===== src/rtl/fetch_ctrl.sv =====
// Instruction-fetch sequencer: owns the PC, drives the imem req/ack handshake,
// arbitrates redirects and holds one fetched instruction for decode.
module fetch_ctrl #(
    parameter int                  PC_WIDTH     = 32,
    parameter logic [PC_WIDTH-1:0] RESET_VECTOR = '0,
    parameter logic [PC_WIDTH-1:0] EXC_VECTOR   = PC_WIDTH'('h80)
) (
    input  logic                fc_clk,
    input  logic                fc_rst,
    input  logic                fc_i_stall,
    input  logic                fc_i_exc,
    input  logic                fc_i_jmp,
    input  logic [PC_WIDTH-1:0] fc_i_jmp_target,
    input  logic                fc_i_br_taken,
    input  logic [PC_WIDTH-1:0] fc_i_br_target,
    output logic                fc_o_imem_req,
    output logic [PC_WIDTH-1:0] fc_o_imem_addr,
    input  logic                fc_i_imem_ack,
    input  logic [31:0]         fc_i_imem_data,
    output logic                fc_o_valid,
    output logic [31:0]         fc_o_instr,
    output logic [PC_WIDTH-1:0] fc_o_instr_pc,
    output logic                fc_o_flush
);

    typedef enum logic [1:0] {IDLE, FETCH, DRAIN} state_t;

    state_t              state_q, state_d;
    logic [PC_WIDTH-1:0] fetch_pc_q, fetch_pc_d;
    logic [PC_WIDTH-1:0] addr_q, addr_d;
    logic [PC_WIDTH-1:0] target_q, target_d;
    logic                valid_q, valid_d;
    logic [31:0]         instr_q, instr_d;
    logic [PC_WIDTH-1:0] instr_pc_q, instr_pc_d;
    logic                flush_q, flush_d;

    logic                redirect;
    logic [PC_WIDTH-1:0] raw_target;
    logic [PC_WIDTH-1:0] redirect_target;
    logic                buf_free;
    logic                imem_req;
    logic [PC_WIDTH-1:0] imem_addr;

    always_comb begin
        redirect   = fc_i_exc | fc_i_jmp | fc_i_br_taken;
        raw_target = fc_i_br_target;
        if (fc_i_exc) begin
            raw_target = EXC_VECTOR;
        end else if (fc_i_jmp) begin
            raw_target = fc_i_jmp_target;
        end
        redirect_target = raw_target & ~PC_WIDTH'(3);
        buf_free        = ~valid_q | ~fc_i_stall;

        imem_req   = 1'b0;
        imem_addr  = '0;
        state_d    = state_q;
        fetch_pc_d = fetch_pc_q;
        addr_d     = addr_q;
        target_d   = target_q;
        valid_d    = valid_q;
        instr_d    = instr_q;
        instr_pc_d = instr_pc_q;
        flush_d    = redirect;

        unique case (state_q)
            IDLE: begin
                state_d = FETCH;
                if (redirect) begin
                    fetch_pc_d = redirect_target;
                end
            end
            FETCH: begin
                imem_req  = buf_free;
                imem_addr = fetch_pc_q;
                if (imem_req) begin
                    addr_d = fetch_pc_q;
                end
                if (valid_q & ~fc_i_stall) begin
                    valid_d = 1'b0;
                end
                // A redirect with the request still unanswered must wait out the stale ack.
                if (redirect) begin
                    if (imem_req & ~fc_i_imem_ack) begin
                        target_d = redirect_target;
                        state_d  = DRAIN;
                    end else begin
                        fetch_pc_d = redirect_target;
                    end
                end else if (imem_req & fc_i_imem_ack) begin
                    valid_d    = 1'b1;
                    instr_d    = fc_i_imem_data;
                    instr_pc_d = fetch_pc_q;
                    fetch_pc_d = fetch_pc_q + PC_WIDTH'(4);
                end
            end
            DRAIN: begin
                imem_req  = 1'b1;
                imem_addr = addr_q;
                if (fc_i_imem_ack) begin
                    fetch_pc_d = redirect ? redirect_target : target_q;
                    state_d    = FETCH;
                end else if (redirect) begin
                    target_d = redirect_target;
                end
            end
            default: state_d = IDLE;
        endcase

        if (redirect) begin
            valid_d = 1'b0;
        end
    end

    always_ff @(posedge fc_clk) begin
        if (fc_rst) begin
            state_q    <= IDLE;
            fetch_pc_q <= RESET_VECTOR;
            addr_q     <= '0;
            target_q   <= '0;
            valid_q    <= 1'b0;
            instr_q    <= '0;
            instr_pc_q <= '0;
            flush_q    <= 1'b0;
        end else begin
            state_q    <= state_d;
            fetch_pc_q <= fetch_pc_d;
            addr_q     <= addr_d;
            target_q   <= target_d;
            valid_q    <= valid_d;
            instr_q    <= instr_d;
            instr_pc_q <= instr_pc_d;
            flush_q    <= flush_d;
        end
    end

    assign fc_o_imem_req  = imem_req;
    assign fc_o_imem_addr = imem_addr;
    assign fc_o_valid     = valid_q;
    assign fc_o_instr     = instr_q;
    assign fc_o_instr_pc  = instr_pc_q;
    assign fc_o_flush     = flush_q;

endmodule


===== config.mk =====
export PLATFORM = sky130hd
export DESIGN_NAME = fetch_ctrl
export DESIGN_NICKNAME = d
export VERILOG_FILES = /design/src/rtl/fetch_ctrl.sv
export SDC_FILE = /design/constraint.sdc
export NUM_CORES = 1
export LEC_CHECK = 0
export BUFFER_PORTS_ARGS = -buffer_cell sky130_fd_sc_hd__buf_2
export CORE_MARGIN = 1.5
export CORE_UTILIZATION = 35
export DETAILED_ROUTE_END_ITERATION = 10
export PLACE_DENSITY = 0.61
export SETUP_SLACK_MARGIN = 0.1
export SKIP_CTS_REPAIR_TIMING = 1
export SKIP_LAST_GASP = 1
export SLEW_MARGIN = 20
export SYNTH_ARGS = -nofsm -noshare
export SYNTH_HDL_FRONTEND = slang
export SYNTH_SLANG_ARGS = --single-unit

===== constraint.sdc =====
create_clock -name fc_clk -period 2.6 [get_ports fc_clk]
set_clock_uncertainty 0.05 [all_clocks]
set_input_delay 0.13 -clock fc_clk [delete_from_list [all_inputs] [get_ports fc_clk]]
set_output_delay 0.13 -clock fc_clk [all_outputs]
set_load 0.03 [all_outputs]

==> summary.md <==
| Metric | Value |
|---|---|
| Final WL | 29100 um |
| CTS tree | yes |
| Clk pin slew, worst setup/hold paths | 0.07 ns |
| Metal1 wirelength | 12400 um |
| Most frequent cells in the layout | nand2_1 (240), buf_2 (196), dfxtp_1 (164) |
| DR WL met3 | 1490 um |
| Hold Crit Class | in -> reg |
| CP Launch Point | state_q[1] |
| Root Driver | clkbuf_16 |
| Routed vias | 8944 |
| Final Non-Filler Cells | 1641 |
| Commonest register cell after synthesis | dfxtp_1 |
| Gp weighted congestion | 0.889 |
| Setup TNS | 0 ns |
| Reg2reg path depth | 8 |
| Setup ws final | 0.210 ns |
| Nets@finish | 1417 |
| Slew margin rel. | 46.7% |
| DP Wirelength | 20100 um |
| R2R Path End | fetch_pc_q[10] |
| Worst slack at placement | 0.203 ns |
| Finished Core Util | 45.9% |
| Status | complete, no violations |
| Synth Cell Area | 0.00826 mm^2 |
| Worst reg2reg path startpoint | state_q[1] |
| DR iter-0 viols | 784 |
| P&R area growth vs syn | 29.6% |
| Sequential share of the synthesized area | 39.8% |
| WL/cell | 17.7 um |
| # diodes | 0 |
| Clock Tree Buf Depth | 2 |
| Setup Crit Path Kind | reg -> reg |
| Design Area, Final | 0.0107 mm^2 |
| Largest net degree at the start of global routing | 73 |
| Fmax | 0.418 GHz |
| Required time worst endpoint | 2.85 ns |
| Die Height | 157 um |
| Worst vdd ir | 0.000334 V |
| Max-slew violations | 0 |
| Core footprint | 0.0233 mm^2 |
| Total track usage | 22.9% |
| Share of cells above drive strength 1 | 24.1% |
| Top Layer Used | met4 |
| Initial antenna violation count | 0 |
| Synthesized instance count | 1094 |
| Htree depth | 4 |
| # Max-Cap Violations | 0 |
| Metal2 WL | 14300 um |
| Std-Cell Rows | 56 |
| Port Buf Inserts | 197 |
| Starting Density | 35.4% |
| Worst R2R Setup Slack | 0.21 ns |
| Syn nets | 1202 |
| CP arrival | 2.64 ns |
| Yosys reg bits | 164 |
| Leakage | 4.23 nW |
| Clk_lat worst skew | 0.43 ns |
| Yosys Warn Count | 0 |
| Crit path max fanout | 25 |
| Filler Cells Inserted | 2356 |
| Finish-stage setup viols | 0 |
| Inst Count DP | 1576 |
| Vias in the first global route | 8083 |
| Pwr dens | 673 mW/mm^2 |
| Post-synthesis cell type count | 68 |
| Async SR Flop Fraction | 0% |
| DRC | 0 |
| Crit start category | flop |
| Post-synth EDFFs | 0 |
| Hold Violations, Final | 0 |
| Period utilization | 91.9% |
| Boundary pin count | 202 |
| Crit path time final | 2.39 ns |
| Setup crit end | fetch_pc_q[10] |
| Num CTS Buffers | 17 |
| # clock sinks | 164 |
| Die area | 0.0245 mm^2 |
| Drt pass-1 iters | 5 |
| First-pass GRT wire length | 44200 um |
| Crit path capture type | flop |
| Area of placed instances | 0.00980 mm^2 |
| Vias/cell | 5.45 |
| Most common cell after layout, fill and taps aside | nand2_1 |
| Detail Route Antenna Nets | 0 |
| Die Width | 157 um |
| RSZ-0062 raised after global routing | yes |
| Mean cell area of the mapped netlist | 7.55 um^2 |
| Total grt overflow | 0 |
| Worst Tran Pin Value | 0.799 ns |
## Yosys cell counts (10+ instances only)
library cell / number / share of area (%)
mux2i_1: 28 / 3.4
nand4_1: 18 / 1.4
nand2_1: 241 / 11
dfxtp_1: 164 / 40
nor3_1: 24 / 1.5
inv_1: 10 / 0.45
a31oi_1: 13 / 0.98
a21oi_1: 125 / 7.6
nand3_1: 14 / 0.85
o21ai_0: 40 / 2.4
clkbuf_1: 76 / 3.5
a22o_1: 29 / 3.1
buf_1: 19 / 0.86
a22oi_1: 40 / 3.6
nor2_1: 95 / 4.3
nor4_1: 10 / 0.76
## critical path, stage by stage, from the launching register on
cell and delay (ns):
dfxtp_1 0.38, inv_1 0.08, ha_1 0.29, buf_4 0.27, o22ai_1 0.26, nand2_1 0.26
a32o_1 0.32, a311oi_1 0.25, nor3_1 0.08
## routing by layer
layer	vias to the layer above	GRT usage, %
li1	4325	-
met1	4247	29.3
met2	320	39.1
met3	52	3.13
met4	0	8.75
met5	-	0
## through the flow
stage	power (mW)	hold slack (ns)
floorplan	4.01	0.216
global placement	4.75	0.320
detailed placement	4.77	0.325
CTS	7.16	-0.134
global route	7.53	0.0302
finish	7.20	0.0182
## cell families (layout without fill, tap and decap cells)
group | Yosys count | in the layout | share of synthesized area (%)
AO/OA/AOI/OAI | 319 | 319 | 25.2
XOR/XNOR | 8 | 8 | 0.848
adder cells (fa/ha/maj) | 5 | 5 | 0.758
buffers and inverters | 118 | 346 | 5.59
flip-flops | 164 | 164 | 39.8
multiplexers | 29 | 29 | 3.53
AND/OR/NAND/NOR | 451 | 451 | 24.3
## cell type report
cell class / instances / area, um^2 / area share [%]
clock inverters: 12 / 98.8 / 0.924
well taps: 319 / 399 / 3.73
clock buffers: 20 / 447 / 4.17
inverters: 12 / 48.8 / 0.456
multi-input cells: 812 / 4540 / 42.4
flip-flops and latches: 164 / 3280 / 30.7
repair buffers: 302 / 1880 / 17.6
## sequential cells by signal, summed over array words and instances (netlist names)
signal,count
fc_o_instr_pc,32
fc_o_instr,32
target_q,32
fetch_pc_q,32
addr_q,32
fc_o_valid,1
fc_o_flush,1
state_q,2
## worst min-delay path by stage
stage / start / end / slack, ns / depth (start not counted)
after floorplan: fc_i_imem_data[0] / fc_o_instr[0] / 0.22 / 2
after global placement: fc_i_imem_data[11] / fc_o_instr[11] / 0.32 / 3
after detailed placement: fc_i_imem_data[15] / fc_o_instr[15] / 0.33 / 3
after CTS: fc_i_imem_data[10] / fc_o_instr[10] / -0.13 / 3
after global routing: fc_i_imem_ack / fc_o_valid / 0.03 / 3
final: fc_i_imem_ack / fc_o_valid / 0.02 / 3
## where the power goes
group          internal, mW  switching (mW)  total, mW
Clock                  1.27            1.12       2.39
Sequential             2.68           0.172       2.85
Combinational         0.711            1.24       1.95
No activity file was read; power rests on OpenSTA's default activity.
